[config.mk]
export PLATFORM = sky130hd
export DESIGN_NAME = tx_packet_scheduler
export DESIGN_NICKNAME = d
export VERILOG_FILES = /design/src/rtl/tx_packet_scheduler.sv
export SDC_FILE = /design/constraint.sdc
export NUM_CORES = 1
export LEC_CHECK = 0
export CAP_MARGIN = 20
export CORE_UTILIZATION = 33
export DETAILED_ROUTE_END_ITERATION = 12
export PLACE_DENSITY_LB_ADDON = 0.08
export SLEW_MARGIN = 20
export SYNTH_ARGS = -nofsm -noshare
export SYNTH_HDL_FRONTEND = slang
export SYNTH_SLANG_ARGS = --single-unit
[constraint.sdc]
create_clock -name clk -period 2.86 [get_ports clk]
set_input_delay 0.858 -clock clk [delete_from_list [all_inputs] [get_ports clk]]
set_output_delay 0.858 -clock clk [all_outputs]
set_load 0.1 [all_outputs]
[src/rtl/tx_packet_scheduler.sv]
`default_nettype none
// ============================================================================
// Module   : tx_packet_scheduler
// Brief    : Round-robin sequencer sharing one SYNC/bit-stuff/NRZI Transmitter
// Revision : 1.0 - initial release
// ============================================================================
module tx_packet_scheduler #(
    parameter int NUM_REQ     = 3,
    parameter int SYNC_CYCLES = 8,
    parameter int WORD_CYCLES = 20,
    parameter int IFG_CYCLES  = 4
) (
    input  logic                  clk,
    input  logic                  rst,
    input  logic [NUM_REQ-1:0]    req,
    input  logic [4*NUM_REQ-1:0]  req_len,
    input  logic [16*NUM_REQ-1:0] req_data,
    input  logic                  stuff_en,
    input  logic [7:0]            sync_cfg,
    output logic [NUM_REQ-1:0]    grant,
    output logic [NUM_REQ-1:0]    word_take,
    output logic                  pkt_done,
    output logic                  pkt_abort,
    output logic                  busy,
    output logic                  SIE,
    output logic                  STUFF_OPER_tx,
    output logic [7:0]            sync_data,
    output logic [15:0]           data_in
);
    localparam int c_IDX_W   = $clog2(NUM_REQ);
    localparam int c_CNT_MAX = (SYNC_CYCLES > WORD_CYCLES)
                             ? ((SYNC_CYCLES > IFG_CYCLES) ? SYNC_CYCLES : IFG_CYCLES)
                             : ((WORD_CYCLES > IFG_CYCLES) ? WORD_CYCLES : IFG_CYCLES);
    localparam int c_CNT_W   = $clog2(c_CNT_MAX + 1);

    localparam logic [c_CNT_W-1:0] c_SYNC_LAST = c_CNT_W'(SYNC_CYCLES - 1);
    localparam logic [c_CNT_W-1:0] c_WORD_LAST = c_CNT_W'(WORD_CYCLES - 1);
    localparam logic [c_CNT_W-1:0] c_IFG_LAST  = c_CNT_W'(IFG_CYCLES - 1);
    localparam logic [c_IDX_W-1:0] c_IDX_LAST  = c_IDX_W'(NUM_REQ - 1);

    localparam logic [1:0] c_ST_IDLE = 2'd0;
    localparam logic [1:0] c_ST_SYNC = 2'd1;
    localparam logic [1:0] c_ST_DATA = 2'd2;
    localparam logic [1:0] c_ST_GAP  = 2'd3;

    logic [1:0]         r_state,  w_state;
    logic [c_CNT_W-1:0] r_cnt,    w_cnt;
    logic [3:0]         r_word,   w_word;
    logic [3:0]         r_len,    w_len;
    logic [c_IDX_W-1:0] r_winner, w_winner;
    logic [c_IDX_W-1:0] r_ptr,    w_ptr;
    logic [NUM_REQ-1:0] r_grant,  w_grant;
    logic [NUM_REQ-1:0] r_take,   w_take;
    logic               r_done,   w_done;
    logic               r_abort,  w_abort;
    logic               r_busy,   w_busy;
    logic               r_sie,    w_sie;
    logic               r_stuff,  w_stuff;
    logic [7:0]         r_sync,   w_sync;
    logic [15:0]        r_data,   w_data;

    logic               w_found;
    logic [c_IDX_W-1:0] w_arb_idx;
    logic [3:0]         w_arb_len;
    logic [3:0]         w_len_eff;
    logic [NUM_REQ-1:0] w_arb_onehot;
    logic [15:0]        w_cur_data;
    logic               w_win_req;
    logic               w_enter_gap;

    // First requester at or after the pointer, wrapping modulo NUM_REQ
    always_comb begin
        w_found   = 1'b0;
        w_arb_idx = '0;
        for (int o = 0; o < NUM_REQ; o++) begin
            if (!w_found && req[(int'(r_ptr) + o) % NUM_REQ]) begin
                w_found   = 1'b1;
                w_arb_idx = c_IDX_W'((int'(r_ptr) + o) % NUM_REQ);
            end
        end
    end

    assign w_arb_len    = req_len[4*w_arb_idx +: 4];
    assign w_len_eff    = (w_arb_len == 4'd0) ? 4'd1 : w_arb_len;
    assign w_arb_onehot = {{(NUM_REQ-1){1'b0}}, 1'b1} << w_arb_idx;
    assign w_cur_data   = req_data[16*r_winner +: 16];
    assign w_win_req    = req[r_winner];

    always_comb begin
        w_state     = r_state;
        w_cnt       = r_cnt;
        w_word      = r_word;
        w_len       = r_len;
        w_winner    = r_winner;
        w_ptr       = r_ptr;
        w_grant     = r_grant;
        w_take      = '0;
        w_done      = 1'b0;
        w_abort     = 1'b0;
        w_sie       = r_sie;
        w_stuff     = r_stuff;
        w_sync      = r_sync;
        w_data      = r_data;
        w_enter_gap = 1'b0;
        case (r_state)
            c_ST_IDLE: begin
                if (w_found) begin
                    w_state  = c_ST_SYNC;
                    w_cnt    = '0;
                    w_len    = w_len_eff;
                    w_winner = w_arb_idx;
                    w_ptr    = (w_arb_idx == c_IDX_LAST) ? '0 : w_arb_idx + 1'b1;
                    w_grant  = w_arb_onehot;
                    w_sie    = 1'b1;
                    w_stuff  = stuff_en;
                    w_sync   = sync_cfg;
                    w_data   = '0;
                end
            end
            c_ST_SYNC: begin
                if (!w_win_req) begin
                    w_enter_gap = 1'b1;
                    w_abort     = 1'b1;
                end else if (r_cnt == c_SYNC_LAST) begin
                    w_state = c_ST_DATA;
                    w_cnt   = '0;
                    w_word  = 4'd1;
                    w_data  = w_cur_data;
                    w_take  = r_grant;
                end else begin
                    w_cnt = r_cnt + 1'b1;
                end
            end
            c_ST_DATA: begin
                // A dropped request wins over a slot boundary: no capture on abort
                if (!w_win_req) begin
                    w_enter_gap = 1'b1;
                    w_abort     = 1'b1;
                end else if (r_cnt == c_WORD_LAST) begin
                    if (r_word == r_len) begin
                        w_enter_gap = 1'b1;
                        w_done      = 1'b1;
                    end else begin
                        w_cnt  = '0;
                        w_word = r_word + 4'd1;
                        w_data = w_cur_data;
                        w_take = r_grant;
                    end
                end else begin
                    w_cnt = r_cnt + 1'b1;
                end
            end
            c_ST_GAP: begin
                if (r_cnt == c_IFG_LAST) begin
                    w_state = c_ST_IDLE;
                    w_cnt   = '0;
                end else begin
                    w_cnt = r_cnt + 1'b1;
                end
            end
            default: begin
                w_state = c_ST_IDLE;
                w_cnt   = '0;
            end
        endcase
        if (w_enter_gap) begin
            w_state = c_ST_GAP;
            w_cnt   = '0;
            w_grant = '0;
            w_sie   = 1'b0;
            w_stuff = 1'b0;
            w_sync  = '0;
            w_data  = '0;
        end
        w_busy = (w_state != c_ST_IDLE);
    end

    always_ff @(posedge clk) begin
        if (!rst) begin
            r_state  <= c_ST_IDLE;
            r_cnt    <= '0;
            r_word   <= '0;
            r_len    <= '0;
            r_winner <= '0;
            r_ptr    <= '0;
            r_grant  <= '0;
            r_take   <= '0;
            r_done   <= 1'b0;
            r_abort  <= 1'b0;
            r_busy   <= 1'b0;
            r_sie    <= 1'b0;
            r_stuff  <= 1'b0;
            r_sync   <= '0;
            r_data   <= '0;
        end else begin
            r_state  <= w_state;
            r_cnt    <= w_cnt;
            r_word   <= w_word;
            r_len    <= w_len;
            r_winner <= w_winner;
            r_ptr    <= w_ptr;
            r_grant  <= w_grant;
            r_take   <= w_take;
            r_done   <= w_done;
            r_abort  <= w_abort;
            r_busy   <= w_busy;
            r_sie    <= w_sie;
            r_stuff  <= w_stuff;
            r_sync   <= w_sync;
            r_data   <= w_data;
        end
    end

    assign grant         = r_grant;
    assign word_take     = r_take;
    assign pkt_done      = r_done;
    assign pkt_abort     = r_abort;
    assign busy          = r_busy;
    assign SIE           = r_sie;
    assign STUFF_OPER_tx = r_stuff;
    assign sync_data     = r_sync;
    assign data_in       = r_data;

endmodule
`default_nettype wire

Yosys cells after proc, flatten, opt, wreduce, memory -nomap -nowiden
Index checks and enable logic that the tools add are counted.
{"block": "classes", "n_bitwise": 1, "n_reduce_logical": 17, "n_mux": 57, "n_lt_le_gt_ge": 4, "div_mod_pow": 3, "n_eq_ne": 15, "n_addsub": 5, "shift": 3}
{"op": "less-than comparator 32 x 4 -> 1 bit, second input constant", "n": 3}
{"op": "2-to-1 mux 16 bit", "n": 6}
{"op": "remainder unit 32 x 3 -> 32 bit, second input constant", "n": 2}
{"op": "one-hot mux 16 bit (3 select lines)", "n": 1}
{"op": "variable part select 48 x 7 -> 16 bit", "n": 1}
{"op": "2-to-1 mux 5 bit", "n": 7}
{"op": "remainder unit 3 x 3 -> 32 bit, second input constant", "n": 1}
{"op": "2-to-1 mux 4 bit", "n": 6}
{"op": "one-hot mux 5 bit (4 select lines)", "n": 1}
{"op": "2-to-1 mux 2 bit", "n": 9}
{"op": "2-to-1 mux 3 bit", "n": 5}
{"op": "2-to-1 mux 1 bit", "n": 14}
{"op": "!= test 2 bit, second input constant", "n": 6}
{"op": "variable part select 12 x 5 -> 4 bit", "n": 1}
{"op": "binary-select mux 1 bit (select 2 bit)", "n": 4}
{"op": "one-hot mux 4 bit (2 select lines)", "n": 1}
{"op": "AND reduction 7 bit", "n": 1}
{"op": "equality test 2 bit, second input constant", "n": 3}
{"op": "one-hot mux 2 bit (3 select lines)", "n": 1}
{"op": "one-hot mux 3 bit (2 select lines)", "n": 1}
{"op": "AND reduction 6 bit", "n": 1}
{"op": "adder 5 x 1 -> 5 bit, second input constant", "n": 1}
{"op": "equality test 5 x 2 -> 1 bit, second input constant", "n": 1}
{"op": "equality test 5 x 3 -> 1 bit, second input constant", "n": 1}
{"op": "other kinds (22)", "n": 27}
{"block": "totals", "input_bits": 74, "wordCells": 120, "ff_bits": 54, "out_inout_bits": 35}

Longest topological paths before layout
{"block": "logic_depth", "word_depth": 15, "mapped_depth": 12, "mapped_depth_nobuf": 9}

Least setup slack after synthesis
Ideal clock, no wire load.
{"block": "synth_path", "path_type": "input to register", "from": "in req[1]", "to": "reg r_data[4] (netlist: data_in[4])", "stages": 9, "slack_ns": 0.294, "arrival_time_ns": 2.438, "setup_time_ns": 0.128, "n_path_buf": 2, "cell_sequence": "mux2_2 > mux2_4 > nor4b_4 > nor2_2 > and2_1 > buf_6 > buf_6 > a22oi_2 > nor2_1"}
{"block": "synth_via", "elab_chain_len": 12, "elab_cells_between_ends": 26, "cone_classes": "eq/ne: 3; mux: 17; reduce/logical: 6"}
{"element": "start: declaration", "line_no": "15", "text": "input logic [NUM_REQ-1:0] req,"}
{"element": "binary-select mux 1 bit (select 2 bit)", "line_no": "76", "text": "if (!w_found && req[(int'(r_ptr) + o) % NUM_REQ]) begin"}
{"element": "2-to-1 mux 1 bit (not written as such) (2 in a row)", "line_no": "76"}
{"element": "2-to-1 mux 1 bit", "line_no": "76"}
{"element": "zero test 1 bit", "line_no": "76"}
{"element": "logical AND 1 bit", "line_no": "76"}
{"element": "2-to-1 mux 1 bit", "line_no": "76"}
{"element": "zero test 1 bit", "line_no": "76"}
{"element": "logical AND 1 bit", "line_no": "76"}
{"element": "2-to-1 mux 1 bit", "line_no": "76"}
{"element": "!= test 2 bit (no line)"}
{"element": "AND reduction 7 bit (no line)"}
{"element": "end signal: assignment", "line_no": "210", "text": "r_data <= w_data;"}
{"element": "end: declaration", "line_no": "60", "text": "logic [15:0] r_data, w_data;"}
Several ways; a longest one is shown, not always the timed one. The select of a mux whose other input is x is not followed.
A chain may end at the register's enable or synchronous reset.

Final worst setup path
{"block": "layout_path", "from": "in req[0]", "to": "reg r_len[0]"}
{"block": "layout_via", "elab_chain_len": 13, "elab_cells_between_ends": 23, "cone_classes": "shift: 1; mux: 16; reduce/logical: 6"}
{"element": "binary-select mux 1 bit (select 2 bit)", "line_no": "76"}
{"element": "2-to-1 mux 1 bit (not written as such) (2 in a row)", "line_no": "76"}
{"element": "2-to-1 mux 1 bit", "line_no": "76"}
{"element": "zero test 1 bit", "line_no": "76"}
{"element": "logical AND 1 bit", "line_no": "76"}
{"element": "2-to-1 mux 1 bit", "line_no": "76"}
{"element": "zero test 1 bit", "line_no": "76"}
{"element": "logical AND 1 bit", "line_no": "76"}
{"element": "2-to-1 mux 2 bit", "line_no": "76"}
{"element": "variable part select 12 x 5 -> 4 bit", "line_no": "83", "text": "assign w_arb_len = req_len[4*w_arb_idx +: 4];"}
{"element": "zero test 4 bit", "line_no": "84", "text": "assign w_len_eff = (w_arb_len == 4'd0) ? 4'd1 : w_arb_len;"}
{"element": "2-to-1 mux 4 bit", "line_no": "84"}
{"element": "end signal: assignment", "line_no": "199", "text": "r_len <= w_len;"}
{"element": "end: declaration", "line_no": "49", "text": "logic [3:0] r_len, w_len;"}
Several ways; a longest one is shown, not always the timed one. The select of a mux whose other input is x is not followed.

==> report_table.html <==
<table>
<tr><th>Metric</th><th>Value</th></tr>
<tr><th colspan="2">Run status</th></tr>
<tr><td>Result of the run</td><td>completed</td></tr>
<tr><th colspan="2">Yosys</th></tr>
<tr><td>Syn_nets</td><td>471</td></tr>
<tr><td>Dominant register cell in the synthesized netlist</td><td>sky130_fd_sc_hd__dfxtp_1</td></tr>
<tr><td>Synth Warn #</td><td>0</td></tr>
<tr><td>Post-synthesis sequential area ratio</td><td>34.2%</td></tr>
<tr><td>Async set or reset register ratio after synthesis</td><td>0%</td></tr>
<tr><td>Unique cell type count in the Yosys netlist</td><td>56</td></tr>
<tr><td>Post-synthesis average cell area</td><td>8.18 um^2</td></tr>
<tr><td>Total standard cell area after synthesis</td><td>3160 um^2</td></tr>
<tr><td>Count of flip-flops with a built-in enable after synthesis</td><td>0</td></tr>
<tr><td>Post-Synthesis Cells</td><td>386</td></tr>
<tr><td>Total of flip-flops plus latches after synthesis</td><td>54</td></tr>
<tr><th colspan="2">Place</th></tr>
<tr><td>Instance count after placement with tap cells included</td><td>636</td></tr>
<tr><td>Pre-CTS WS</td><td>-0.225 ns</td></tr>
<tr><td>GPL Wtd Cong</td><td>0.818</td></tr>
<tr><td># port buffers</td><td>108</td></tr>
<tr><td>Detailed placer's ending HPWL</td><td>6870 um</td></tr>
<tr><td>Placed Instance Area</td><td>4510 um^2</td></tr>
<tr><th colspan="2">STA</th></tr>
<tr><td>Peak clock frequency supported by timing</td><td>0.367 GHz</td></tr>
<tr><td>Unrepaired setup endpoints after global routing</td><td>false</td></tr>
<tr><td>Final worst path period share</td><td>95.3%</td></tr>
<tr><td>Transition time at the pin with the least slew margin</td><td>0.425 ns</td></tr>
<tr><td>Relative max-transition margin</td><td>71.6%</td></tr>
<tr><td>Final slew viol count</td><td>0</td></tr>
<tr><td>Final critical-path setup slack</td><td>0.136 ns</td></tr>
<tr><td>Final-report setup violation count</td><td>0</td></tr>
<tr><td>Number of endpoints with negative hold slack in the final report</td><td>0</td></tr>
<tr><td>Post-layout min period</td><td>2.72 ns</td></tr>
<tr><td>Clock tree skew after final layout</td><td>0.0119 ns</td></tr>
<tr><th colspan="2">Setup path</th></tr>
<tr><td>Endpoint required time on the critical path</td><td>3.05 ns</td></tr>
<tr><td>Cell type of the slowest stage on the worst timing path</td><td>sky130_fd_sc_hd__or3b_2</td></tr>
<tr><td>Endpoint kind of the worst setup timing path</td><td>register</td></tr>
<tr><td>Largest fanout on the critical path</td><td>3</td></tr>
<tr><td>FF-to-FF setup slack</td><td>0.20 ns</td></tr>
<tr><td>Category of the critical setup timing path</td><td>in2reg</td></tr>
<tr><td>Maximum single-stage delay on the critical path</td><td>0.46 ns</td></tr>
<tr><td>CP Cell Sequence</td><td>clkdlybuf4s50_1 -&gt; buf_4 -&gt; mux2i_2 -&gt; o22a_2 -&gt; nand3_2 -&gt; or3b_2 -&gt; a31oi_1 -&gt; o32ai_2</td></tr>
<tr><td>Start of the worst register-to-register path</td><td>r_ptr[1]</td></tr>
<tr><td>Bufs and invs on worst path</td><td>2</td></tr>
<tr><td>Worst setup startpoint</td><td>req[0]</td></tr>
<tr><td>Cell family contributing the most delay on the critical path</td><td>compound AO/OA/AOI/OAI gates</td></tr>
<tr><td>Element type at the critical path start</td><td>primary input</td></tr>
<tr><td>Crit path DAT</td><td>2.91 ns</td></tr>
<tr><th colspan="2">Power and ir drop</th></tr>
<tr><td>Static leakage</td><td>0.00188 uW</td></tr>
<tr><td>PwrDens</td><td>1090 nW/um^2</td></tr>
<tr><td>Maximum resistive drop on vdd</td><td>0.000413 V</td></tr>
<tr><th colspan="2">Cells and area</th></tr>
<tr><td>Number of diodes added for antenna fixing</td><td>0</td></tr>
<tr><td>Final std cell area, no fill</td><td>4640 um^2</td></tr>
<tr><td>Fin cells</td><td>644</td></tr>
<tr><td>Final Net Count</td><td>599</td></tr>
<tr><td>Multi-input gate area</td><td>1910 um^2</td></tr>
<tr><td>Utilization of the core after routing</td><td>50.2%</td></tr>
<tr><td>Share of post-route cells with drive strength above 1</td><td>21.6%</td></tr>
<tr><td>Fill cells</td><td>904</td></tr>
<tr><td>Sequential standard cell area</td><td>1080 um^2</td></tr>
<tr><td>Area growth from synthesis to layout</td><td>46.8%</td></tr>
<tr><th colspan="2">Die</th></tr>
<tr><td>Std cell rows</td><td>35</td></tr>
<tr><td>Width of the die</td><td>99.8 um</td></tr>
<tr><td>Ports</td><td>109</td></tr>
<tr><td>Area inside the core boundary</td><td>9240 um^2</td></tr>
<tr><td>Die Span Y</td><td>99.8 um</td></tr>
<tr><td>Initial Utilization</td><td>34.2%</td></tr>
<tr><td>Die area</td><td>9970 um^2</td></tr>
<tr><th colspan="2">Run</th></tr>
<tr><td>Number of maximum-capacitance violations</td><td>0</td></tr>
<tr><th colspan="2">Clock network</th></tr>
<tr><td>Number of buffers between clock root and the deepest sink</td><td>2</td></tr>
<tr><td>Buffer count from post-CTS setup fixing</td><td>0</td></tr>
<tr><td>Number of buffers inserted for hold repair after clock tree synthesis</td><td>0</td></tr>
<tr><td>Clock Sink Count</td><td>54</td></tr>
<tr><td>Buffer cell driving the clock tree root</td><td>sky130_fd_sc_hd__clkbuf_8</td></tr>
<tr><td>Clock-pin slew on the worst setup and hold paths</td><td>0.11 ns</td></tr>
<tr><td>Total CTS buffers</td><td>5</td></tr>
<tr><td>TritonCTS clock tree</td><td>built</td></tr>
<tr><td>H-tree levels</td><td>2</td></tr>
<tr><td>Number of instances resized during post-cts repair</td><td>0</td></tr>
<tr><td>Clock latency on the worst-skew pair</td><td>0.31 ns</td></tr>
<tr><th colspan="2">Global routing</th></tr>
<tr><td>Total congestion overflow after global routing</td><td>0</td></tr>
<tr><td>Vias in the first global route</td><td>2935</td></tr>
<tr><td>First-pass GRT wire length</td><td>14000 um</td></tr>
<tr><td>Antenna violations before repair</td><td>0</td></tr>
<tr><td>Pin count of the biggest net entering global routing</td><td>35</td></tr>
<tr><td>Combined global-route utilization of all metal layers</td><td>17.6%</td></tr>
<tr><th colspan="2">Route</th></tr>
<tr><td>Final wirelength</td><td>8710 um</td></tr>
<tr><td>Post-DRT Antenna Nets</td><td>0</td></tr>
<tr><td>Vias</td><td>3128</td></tr>
<tr><td>Drc violations</td><td>0</td></tr>
<tr><td>Via count normalized by instance count</td><td>4.86</td></tr>
<tr><td>Number of design-rule violations left by the first detailed-router iteration</td><td>96</td></tr>
<tr><td>Routed wire length per instance</td><td>13.5 um</td></tr>
<tr><td>Length of the first detailed-routing pass in iterations</td><td>4</td></tr>
<tr><th colspan="2">Min path</th></tr>
<tr><td>Tightest Hold Check Type</td><td>reg2reg</td></tr>
<tr><td>Launch instance of the worst min-delay path</td><td>sync_data[4]</td></tr>
</table>
[registers in the layout (all words and copies together), names as in the netlist, 2 cells and up]
| register | count |
|---|---|
| r_word | 4 |
| grant | 3 |
| r_state | 2 |
| data_in | 16 |
| word_take | 3 |
| r_cnt | 5 |
| sync_data | 8 |
| r_len | 4 |
| r_winner | 2 |
| r_ptr | 2 |
[path summary, 6_finish.rpt]
| path | end | cells after the start |
|---|---|---|
| min | sync_data[4] | 2 |
| min reg2reg | sync_data[4] | 2 |
| max reg2reg | data_in[2] | 10 |
| max | r_len[0] | 8 |
[Yosys cell counts, types with 4 or more instances]
| master | number | area [um^2] |
|---|---|---|
| sky130_fd_sc_hd__nand2_1 | 60 | 225 |
| sky130_fd_sc_hd__dfxtp_1 | 54 | 1080 |
| sky130_fd_sc_hd__nor2b_1 | 4 | 25.0 |
| sky130_fd_sc_hd__a21o_1 | 5 | 37.5 |
| sky130_fd_sc_hd__nand3_1 | 8 | 40.0 |
| sky130_fd_sc_hd__ha_1 | 11 | 138 |
| sky130_fd_sc_hd__nand2b_1 | 7 | 43.8 |
| sky130_fd_sc_hd__nand3b_1 | 5 | 37.5 |
| sky130_fd_sc_hd__mux2_2 | 5 | 56.3 |
| sky130_fd_sc_hd__buf_2 | 8 | 40.0 |
| sky130_fd_sc_hd__clkbuf_1 | 12 | 45.0 |
| sky130_fd_sc_hd__nor2_1 | 38 | 143 |
| sky130_fd_sc_hd__xor2_1 | 4 | 35.0 |
| sky130_fd_sc_hd__a21oi_1 | 31 | 155 |
| sky130_fd_sc_hd__and2_1 | 5 | 31.3 |
| sky130_fd_sc_hd__mux2i_1 | 22 | 220 |
| sky130_fd_sc_hd__a22oi_1 | 10 | 75.1 |
| sky130_fd_sc_hd__inv_1 | 12 | 45.0 |
| sky130_fd_sc_hd__o21ai_0 | 29 | 145 |
| sky130_fd_sc_hd__a22oi_2 | 10 | 125 |
[metal layers]
layer / global-route usage [%] / up-vias / wire, um
met4: 5.09 / 0 / 140
met2: 29.8 / 65 / 4250
met3: 2.72 / 11 / 257
met1: 23.3 / 1444 / 4060
met5: 0 / - / 0
li1: - / 1608 / -
[power breakdown]
| part | total (uW) | switching [uW] | internal (uW) |
|---|---|---|---|
| sequential | 1100 | 151 | 951 |
| clock | 555 | 266 | 289 |
| combinational | 3410 | 2190 | 1220 |
[cell type report]
cell class	count	area share, %
clock buffers	6	1.78
clock inverters	2	0.836
inverters	12	0.971
multi-input cells	295	41.2
flip-flops and latches	54	23.3
well taps	129	3.48
repair buffers	146	28.4
[tightest hold or removal path: stages, from the launching register on]
cell	delay [ns]
sky130_fd_sc_hd__dfxtp_1	0.32
sky130_fd_sc_hd__nand2_1	0.05
sky130_fd_sc_hd__a21oi_1	0.05
[cell usage in the layout (no fill, tap or decap), drive strengths merged, types with 2 or more instances in the layout]
cell	instances
nand3	9
mux2	6
nor4	2
o31ai	3
nor2b	4
o32ai	2
a22oi	20
ha	11
o211ai	3
and2	5
nand2	60
nand4	2
inv	13
clkbuf	6
a21o	5
dfxtp	54
buf	73
o21ai	30
nand3b	5
xor2	4
clkdlybuf4s50	73
o21ba	2
nand2b	7
nor2	39
nor3b	2
mux2i	22
a21oi	31
o22ai	2
and3	2
[stage by stage]
step | TNS [ns] | total power [uW] | hold WS (ns)
final | 0 | 5060 | 0.462
after global routing | 0 | 5380 | 0.492
after CTS | 0 | 5100 | 0.466
after detailed placement | -5.32 | 4540 | 0.450
after global placement | -3.84 | 4510 | 0.443
after floorplan | 0 | 3500 | 0.444
[cell families (layout without fill, tap and decap cells)]
group / Yosys count / in the layout / synth area share [%]
buffers and inverters: 37 / 166 / 5.54
adder cells (fa/ha/maj): 11 / 11 / 4.36
flip-flops: 54 / 54 / 34.2
AND/OR/NAND/NOR: 141 / 141 / 20.9
multiplexers: 28 / 28 / 9.23
XOR/XNOR: 4 / 4 / 1.11
AO/OA/AOI/OAI: 111 / 111 / 24.6
Power figures use the tool's default switching activity.
